===== src/rtl/board_move_scheduler.sv =====
// ---------------------------------------------------------------------------
// board_move_scheduler
//   Arbitrates red / blue player move requests for the shared board BRAM port
//   and the tile drawer. A granted move erases the player's old cell, paints
//   the new cell, reads both cells back, draws each one (waiting for the
//   drawer after each draw) and then acknowledges the requester. A move onto
//   the other player's cell is refused with ack + reject and touches nothing.
//
// Ports
//   clock, resetn            system clock, synchronous active-low reset
//   red_req/red_x/red_y      red request (held until red_ack) and target cell
//   red_ack                  one-cycle pulse, red move finished or refused
//   blue_req/blue_x/blue_y   blue request and target cell
//   blue_ack                 one-cycle pulse, blue move finished or refused
//   reject                   pulses with the ack when the move was refused
//   mem_addr/mem_wdata       BRAM address {0,y,x} and write colour
//   mem_wren/mem_rden        BRAM write / read enable (read latency 1)
//   mem_rdata                BRAM read data
//   draw_start               one-cycle pulse, start a tile draw
//   draw_x/draw_y            cell being drawn, held until the drawer is done
//   draw_colour              colour captured from the BRAM read-back
//   draw_done                drawer finished, only looked at while waiting
//   busy                     high whenever a move is in progress
// ---------------------------------------------------------------------------
module board_move_scheduler #(
    parameter logic [3:0] RED_X0      = 4'd1,
    parameter logic [3:0] RED_Y0      = 4'd1,
    parameter logic [3:0] BLUE_X0     = 4'd4,
    parameter logic [3:0] BLUE_Y0     = 4'd3,
    parameter logic [2:0] RED_COLOUR  = 3'b100,
    parameter logic [2:0] BLUE_COLOUR = 3'b001,
    parameter logic [2:0] BG_COLOUR   = 3'b111
) (
    input  logic       clock,
    input  logic       resetn,
    input  logic       red_req,
    input  logic [3:0] red_x,
    input  logic [3:0] red_y,
    output logic       red_ack,
    input  logic       blue_req,
    input  logic [3:0] blue_x,
    input  logic [3:0] blue_y,
    output logic       blue_ack,
    output logic       reject,
    output logic [8:0] mem_addr,
    output logic [2:0] mem_wdata,
    output logic       mem_wren,
    output logic       mem_rden,
    input  logic [2:0] mem_rdata,
    output logic       draw_start,
    output logic [3:0] draw_x,
    output logic [3:0] draw_y,
    output logic [2:0] draw_colour,
    input  logic       draw_done,
    output logic       busy
);

    typedef enum logic [3:0] {
        IDLE, GRANT, ERASE, PAINT,
        RD_OLD, CAP_OLD, DRAW_OLD, WAIT_OLD,
        RD_NEW, CAP_NEW, DRAW_NEW, WAIT_NEW,
        DONE
    } state_t;

    state_t     state_q, state_d;
    logic       last_blue_q, last_blue_d;     // 1: last tie went to blue
    logic       sel_blue_q, sel_blue_d;       // player owning the current move
    logic       reject_q, reject_d;
    logic [3:0] old_x_q, old_x_d, old_y_q, old_y_d;
    logic [3:0] new_x_q, new_x_d, new_y_q, new_y_d;
    logic [2:0] colour_q, colour_d;
    logic [2:0] draw_colour_q, draw_colour_d;
    logic [3:0] red_x_q, red_x_d, red_y_q, red_y_d;
    logic [3:0] blue_x_q, blue_x_d, blue_y_q, blue_y_d;

    logic tie;
    logic pick_blue;

    function automatic logic [8:0] cell_addr(input logic [3:0] x, input logic [3:0] y);
        return {1'b0, y, x};
    endfunction

    assign tie = red_req && blue_req;
    // On a tie the player who did not win the previous tie goes first;
    // otherwise whoever is asking.
    assign pick_blue = tie ? !last_blue_q : !red_req;

    assign draw_colour = draw_colour_q;

    always_comb begin
        state_d       = state_q;
        last_blue_d   = last_blue_q;
        sel_blue_d    = sel_blue_q;
        reject_d      = reject_q;
        old_x_d       = old_x_q;
        old_y_d       = old_y_q;
        new_x_d       = new_x_q;
        new_y_d       = new_y_q;
        colour_d      = colour_q;
        draw_colour_d = draw_colour_q;
        red_x_d       = red_x_q;
        red_y_d       = red_y_q;
        blue_x_d      = blue_x_q;
        blue_y_d      = blue_y_q;

        red_ack    = 1'b0;
        blue_ack   = 1'b0;
        reject     = 1'b0;
        mem_addr   = '0;
        mem_wdata  = '0;
        mem_wren   = 1'b0;
        mem_rden   = 1'b0;
        draw_start = 1'b0;
        draw_x     = '0;
        draw_y     = '0;
        busy       = (state_q != IDLE);

        unique case (state_q)
            IDLE: begin
                if (red_req || blue_req) state_d = GRANT;
            end
            GRANT: begin
                if (!(red_req || blue_req)) begin
                    state_d = IDLE;
                end else begin
                    sel_blue_d = pick_blue;
                    if (tie) last_blue_d = pick_blue;
                    if (pick_blue) begin
                        new_x_d  = blue_x;
                        new_y_d  = blue_y;
                        old_x_d  = blue_x_q;
                        old_y_d  = blue_y_q;
                        colour_d = BLUE_COLOUR;
                        reject_d = (blue_x == red_x_q) && (blue_y == red_y_q);
                    end else begin
                        new_x_d  = red_x;
                        new_y_d  = red_y;
                        old_x_d  = red_x_q;
                        old_y_d  = red_y_q;
                        colour_d = RED_COLOUR;
                        reject_d = (red_x == blue_x_q) && (red_y == blue_y_q);
                    end
                    state_d = reject_d ? DONE : ERASE;
                end
            end
            ERASE: begin
                mem_wren  = 1'b1;
                mem_addr  = cell_addr(old_x_q, old_y_q);
                mem_wdata = BG_COLOUR;
                state_d   = PAINT;
            end
            PAINT: begin
                mem_wren  = 1'b1;
                mem_addr  = cell_addr(new_x_q, new_y_q);
                mem_wdata = colour_q;
                state_d   = RD_OLD;
            end
            RD_OLD: begin
                mem_rden = 1'b1;
                mem_addr = cell_addr(old_x_q, old_y_q);
                state_d  = CAP_OLD;
            end
            CAP_OLD: begin
                draw_colour_d = mem_rdata;
                state_d       = DRAW_OLD;
            end
            DRAW_OLD: begin
                draw_start = 1'b1;
                draw_x     = old_x_q;
                draw_y     = old_y_q;
                state_d    = WAIT_OLD;
            end
            WAIT_OLD: begin
                draw_x = old_x_q;
                draw_y = old_y_q;
                if (draw_done) state_d = RD_NEW;
            end
            RD_NEW: begin
                mem_rden = 1'b1;
                mem_addr = cell_addr(new_x_q, new_y_q);
                state_d  = CAP_NEW;
            end
            CAP_NEW: begin
                draw_colour_d = mem_rdata;
                state_d       = DRAW_NEW;
            end
            DRAW_NEW: begin
                draw_start = 1'b1;
                draw_x     = new_x_q;
                draw_y     = new_y_q;
                state_d    = WAIT_NEW;
            end
            WAIT_NEW: begin
                draw_x = new_x_q;
                draw_y = new_y_q;
                if (draw_done) state_d = DONE;
            end
            DONE: begin
                red_ack  = !sel_blue_q;
                blue_ack = sel_blue_q;
                reject   = reject_q;
                if (!reject_q) begin
                    if (sel_blue_q) begin
                        blue_x_d = new_x_q;
                        blue_y_d = new_y_q;
                    end else begin
                        red_x_d = new_x_q;
                        red_y_d = new_y_q;
                    end
                end
                state_d = IDLE;
            end
            default: state_d = IDLE;
        endcase
    end

    // Control state, positions and the visible draw colour are reset.
    always_ff @(posedge clock) begin
        if (!resetn) begin
            state_q       <= IDLE;
            last_blue_q   <= 1'b1;
            draw_colour_q <= '0;
            red_x_q       <= RED_X0;
            red_y_q       <= RED_Y0;
            blue_x_q      <= BLUE_X0;
            blue_y_q      <= BLUE_Y0;
        end else begin
            state_q       <= state_d;
            last_blue_q   <= last_blue_d;
            draw_colour_q <= draw_colour_d;
            red_x_q       <= red_x_d;
            red_y_q       <= red_y_d;
            blue_x_q      <= blue_x_d;
            blue_y_q      <= blue_y_d;
        end
    end

    // Per-move latches; only consulted after GRANT has loaded them.
    always_ff @(posedge clock) begin
        sel_blue_q <= sel_blue_d;
        reject_q   <= reject_d;
        old_x_q    <= old_x_d;
        old_y_q    <= old_y_d;
        new_x_q    <= new_x_d;
        new_y_q    <= new_y_d;
        colour_q   <= colour_d;
    end

endmodule

===== config.mk =====
export PLATFORM = sky130hd
export DESIGN_NAME = board_move_scheduler
export DESIGN_NICKNAME = d
export VERILOG_FILES = /design/src/rtl/board_move_scheduler.sv
export SDC_FILE = /design/constraint.sdc
export NUM_CORES = 1
export LEC_CHECK = 0
export ABC_CLOCK_PERIOD_IN_PS = 1770
export CAP_MARGIN = 20
export CORE_MARGIN = 2
export CORE_UTILIZATION = 46
export CTS_CLUSTER_DIAMETER = 200
export DETAILED_ROUTE_END_ITERATION = 6
export PLACE_DENSITY = 0.8
export SETUP_SLACK_MARGIN = 0.02
export SLEW_MARGIN = 20
export SYNTH_ARGS = -nofsm -noshare
export SYNTH_HDL_FRONTEND = slang
export SYNTH_SLANG_ARGS = --single-unit

===== constraint.sdc =====
create_clock -name clock -period 1.77 [get_ports clock]
set_clock_uncertainty 0.2 [all_clocks]
set_input_delay 0.177 -clock clock [delete_from_list [all_inputs] [get_ports clock]]
set_output_delay 0.177 -clock clock [all_outputs]
set_load 0.01 [all_outputs]

## Yosys cells after proc, flatten, opt, wreduce, memory -nomap -nowiden

Cells that the tools add are included.
Widths: inputs -> output; s select.

- Bits in registers: 45
- Bits of input ports: 24
- Logic and storage cells: 82

- Equality and inequality tests: 19
- Muxes and demuxes: 25
- Bitwise operators: 2
- Reductions and logical operators: 22

Operators with widths:

| operator | count |
|---|---|
| $pmux 4 s12 | 1 |
| $mux 4 | 9 |
| $eq 4x4->1 const B | 5 |
| $eq 4x3->1 const B | 4 |
| $eq 4x4->1 | 4 |
| $pmux 4 s2 | 2 |
| $pmux 8 s2 | 1 |
| $reduce_or 2->1 | 8 |
| $reduce_and 3->1 | 4 |
| $mux 1 | 10 |
| $eq 4x2->1 const B | 2 |
| $ne 2x2->1 const B | 3 |
| $pmux 3 s2 | 1 |
| $eq 4x1->1 const B | 1 |
| $logic_not 4->1 | 1 |
| $reduce_bool 4->1 | 1 |
| $logic_and 1x1->1 | 3 |
| $logic_not 1->1 | 3 |
| $mux 3 | 1 |
| $not 1->1 | 2 |
| $reduce_and 2->1 | 1 |
| $logic_or 1x1->1 | 1 |

## Longest topological paths before layout

- Depth in word-level cells: 8
- Depth in mapped cells: 7
- Mapped depth without buffers: 5

## Least setup slack after synthesis

OpenSTA, ideal clock, no wires.

- Path kind: reg-to-reg
- From: register state_q[3]
- To: register state_q[2]
- Library setup time: 0.058 ns
- Arrival: 1.611 ns
- Slack: -0.099 ns
- Cell stages (with the launch flop): 6
- Clock period less this slack: 1.869 ns
- Path through: dfxtp_1 buf_4 nor3_1 o211a_1 o211a_1 o21a_1

- Word-level cells in the longest chain between the ends: 3
- Elaborated cells on any way between the ends: 17
- Classes of those cells: eq/ne (14); mux (1); reduce/logical (2)

RTL lines:

| what | RTL line | text |
|---|---|---|
| start, declared | 65 | `state_t state_q, state_d;` |
| start signal, assigned | 228 | `state_q <= state_d;` |
| $eq 4x3->1 (tied with other cells) | 118 | `unique case (state_q)` |
| $ne 2x2->1 (no source line) | n/a |  |
| $reduce_and 3->1 (no source line) | n/a |  |

Several ways; a longest one is shown, not always the timed one.
A chain may end at the register's enable or synchronous reset.

## Worst setup path in the final report

- From: register state_q[1]
- To: output mem_addr[4]

- Word-level cells in the longest chain between the ends: 3
- Elaborated cells on any way between the ends: 7
- Classes of those cells: eq/ne (4); mux (1); reduce/logical (2)

RTL lines:

| what | RTL line | text |
|---|---|---|
| $eq 4x4->1 (tied with other cells) | 118 |  |
| $reduce_or 2->1 (no source line) | n/a |  |
| $pmux 8 s2 * | 118 |  |
| end, declared | 45 | `output logic [8:0] mem_addr,` |

Mark *: on every way between the ends. The rest lies on a longest branch, timed or not.

==> run summary <==
Setup violators final = 33
Die Area = 5980 um2
Fmax = 0.494 GHz
Gr usage total = 21.9%
Bufs and invs on worst path = 3
Final-report hold violation count = 0
Total cell area at the placement stage = 3260 um2
Worst Hold Launch = last_blue_q$_SDFFE_PN1P_
Clock tree buffer depth = 2
Detailed-routing iteration count for the pre-antenna-repair pass = 4
Met2 wirelength from detailed routing = 3.44 mm
Final-report max-slew violation count = 0
Outcome = finished with violations
Via count of the first global-routing pass = 2160
Met3 layer wire length in the routed design = 508 um
Final setup margin = -0.255 ns
Clock group share of total power = 27.3%
Critical path fanouts, max = 13
Via total after detailed routing = 2183
Period utilization = 114%
Final critical delay including setup and external delays = 2.03 ns
Drt drc = 0
Largest net degree at the start of global routing = 23
Type of element launching the critical path = register
Sequential-to-total area share from yosys stat = 42.5%
Main synth FF type = sky130_fd_sc_hd__dfxtp_1
Initial cell density of the core = 48.1%
IO buf count = 52
Highest-delay cell along the critical path = sky130_fd_sc_hd__dfxtp_4
Violations in the final reports = setup timing
Maximum vdd drop = 470 uV
Switching power of the nets = 609 uW
Detailed Route WL = 6.76 mm
Power Dens Cells = 620 nW/um2
Worst path cell trace = buf_4 > nor3_1 > buf_4 > nand2_1 > o21ai_1 > buf_2
Share of final-layout standard cells stronger than drive strength 1 = 42.9%
Post-synth EDFFs = 19
Most frequent cell on the critical path = sky130_fd_sc_hd__buf_4
End of the worst hold path = last_blue_q$_SDFFE_PN1P_
Critical Path End Type = primary output
Hold buffer count at cts = 0
Reported max-cap violation count = 0
Switch share = 27.4%
Number of buffers added by the clock tree synthesis step = 5
Fraction of power consumed by combinational cells = 22.1%
Clock tree sinks = 43
Filler Cell Count = 391
Number of I/O pins = 54
Synth unique cells = 40
Critical path class = reg -> out
Antenna-violating nets left = 0
Netlist area before placement = 2470 um2
Internal portion of total power = 1.61 mW
Congestion Overflow GR = 0
Final total negative setup slack = -3.73 ns
Post-Synthesis Net Count = 262
Reg2reg end = blue_x_q[2]$_SDFFE_PN1P_
Ant diodes = 0
TritonCTS clock tree = done
Maximum single-stage delay on the critical path = 0.36 ns
Row Count = 26
Data required, critical path = 1.39 ns
Reg2reg start = state_q[1]$_SDFFE_PN0P_
Buffer cell driving the clock tree root = sky130_fd_sc_hd__clkbuf_8
R2R depth = 7
Static leakage = 1.45 nW
Post-route standard cell area excluding fillers = 3580 um2
Synth Register Bits = 43
Placeable core region = 5140 um2
Highest routed layer = met4
Number of cells produced by synthesis = 238
Async set-or-reset flop fraction in the synthesized netlist = 0%
Worst-skew pair later-pin latency = 0.29 ns
Sequential Power Share = 50.6%
Via density per instance = 5.47
Wire length of the first global-routing pass = 10.5 mm
Post-detailed-placement half-perimeter wirelength = 4.44 mm
Weighted congestion reported at the end of routability-driven placement = 0.908
Initial antenna violation count = 0
Worst path top cell family by delay = buffers and inverters
Metal1 wirelength = 2.69 mm
Area growth, synth to finish = 44.7%
Post-synthesis average cell area = 10.4 um2
Arrival time at the worst endpoint = 1.65 ns
Hold depth = 2
Drt first-iter violations = 140
Setup repair after global routing missed its margin = true
Total of warnings raised by yosys = 0
CP Launch Point = state_q[1]$_SDFFE_PN0P_
Horiz. Die Dim = 77.3 um
Number of nets at the end of the flow = 352
Reg-to-reg slack, setup = -0.15 ns
Detail-routed net length per standard cell = 17.0 um
Worst Hold Class = reg -> reg
Clock transition at path regs = 0.08 ns
Deepest level of the CTS H-tree = 2
Height of the die = 77.3 um
-- power by group through the flow --
stage,sequential [mW],clock [mW],combinational (mW)
after floorplan,1.13,0,0.229
after global placement,1.13,0,0.468
after detailed placement,1.13,0,0.476
after CTS,1.12,0.617,0.471
after global routing,1.13,0.661,0.529
final,1.12,0.606,0.491
-- sequential cells by signal (all words and copies together), names as in the netlist --
name	flops
blue_x_q	4
blue_y_q	4
new_x_q	4
new_y_q	4
old_x_q	4
old_y_q	4
red_x_q	4
red_y_q	4
state_q	4
draw_colour	3
colour_q	2
last_blue_q	1
reject_q	1
-- synth_stat cells (all sizes together) (3+ instances only) --
library cell,number,area share [%]
nor2b,26,6.6
dfxtp,24,19
edfxtp,19,23
mux2i,19,7.7
nand2,18,2.7
mux2,17,7.7
a22oi,16,4.9
o21ai,15,3.0
xor2,15,5.3
nor2,11,1.7
clkbuf,8,2.8
buf,7,2.0
inv,6,0.91
nand2b,4,1.3
nor3,4,1.3
a31oi,3,0.76
o211a,3,1.2
-- layout make-up --
class	instances	area, um2	area share (%)
Sequential cell	43	1070	29.8
Timing Repair Buffer	98	850	23.7
Clock buffer	6	72.6	2.03
Inverter	6	22.5	0.629
Tap cell	70	87.6	2.45
Clock inverter	2	12.5	0.350
Multi-Input combinational cell	174	1470	41.0
-- worst min-delay path, delay by kind of cell, from the launching register on --
| kind | cells | cell delay, ns |
|---|---|---|
| simple gates | 1 | 0.05 |
| flops | 1 | 0.36 |
| xor+xnor | 1 | 0.07 |
-- per-layer routing --
layer,GRT usage (%),vias up
met3,4.65,16
met4,7.50,0
met5,0,-
met2,37.5,111
met1,27.5,1027
li1,-,1029
-- how the worst max path moves through the flow --
| stage | endpoint | cells past startpoint |
|---|---|---|
| 6_report | mem_addr[4] | 6 |
| 3_5_place_dp | mem_addr[5] | 5 |
| 2_1_floorplan | state_q[3]$_SDFFE_PN0P_ | 6 |
| 3_3_place_gp | state_q[1]$_SDFFE_PN0P_ | 6 |
| 4_1_cts | mem_addr[5] | 5 |
| 5_1_grt | mem_addr[7] | 6 |
-- logic make-up (layout without fill, tap and decap cells) --
kind of cell / count (synthesis) / after routing / synth area share [%]
mux: 36 / 36 / 15.4
buf+inv: 21 / 112 / 5.72
compound gates: 45 / 45 / 13.1
other cells: 1 / 1 / 0.152
flops: 43 / 43 / 42.5
simple gates: 75 / 75 / 17.1
xor+xnor: 17 / 17 / 6.02
-- layout by cell type, fill, tap and decap left out, types with 3 or more instances in the layout --
cell type / n
sky130_fd_sc_hd__buf_12: 4
sky130_fd_sc_hd__inv_1: 6
sky130_fd_sc_hd__a31oi_1: 3
sky130_fd_sc_hd__clkbuf_8: 5
sky130_fd_sc_hd__edfxtp_1: 19
sky130_fd_sc_hd__nor2b_4: 3
sky130_fd_sc_hd__buf_2: 24
sky130_fd_sc_hd__nand2_1: 17
sky130_fd_sc_hd__nor2_1: 6
sky130_fd_sc_hd__xor2_1: 15
sky130_fd_sc_hd__dfxtp_4: 3
sky130_fd_sc_hd__nand2b_1: 3
sky130_fd_sc_hd__o21ai_1: 10
sky130_fd_sc_hd__nor2b_1: 22
sky130_fd_sc_hd__dfxtp_2: 3
sky130_fd_sc_hd__nor2_4: 3
sky130_fd_sc_hd__mux2_2: 16
sky130_fd_sc_hd__dfxtp_1: 18
sky130_fd_sc_hd__buf_4: 25
sky130_fd_sc_hd__mux2i_1: 18
sky130_fd_sc_hd__clkdlybuf4s50_1: 26
sky130_fd_sc_hd__a22oi_2: 16
sky130_fd_sc_hd__o21ai_0: 5
sky130_fd_sc_hd__buf_6: 17
-- metrics by stage --
step / hold slack, ns / power [mW] / cells / worst slack [ns] / utilization [%]
finish: 0.306 / 2.22 / 399 / -0.255 / 69.6
global route: 0.333 / 2.32 / 399 / -0.327 / 69.6
CTS: 0.307 / 2.20 / 386 / -0.184 / 66.3
detailed placement: 0.284 / 1.61 / 377 / -0.361 / 63.5
global placement: 0.284 / 1.60 / 377 / -0.319 / 63.5
floorplan: 0.128 / 1.36 / 238 / 0.0175 / -
-- repair_timing --
action / in CTS / in global routing
pin swaps: 6 / 16
resized for setup: 132 / 49
buffers inserted: 0 / 13
cloned: 1 / 1
setup endpoints to repair: 54 / 42
Note: power is estimated with default switching activity, not from simulation.
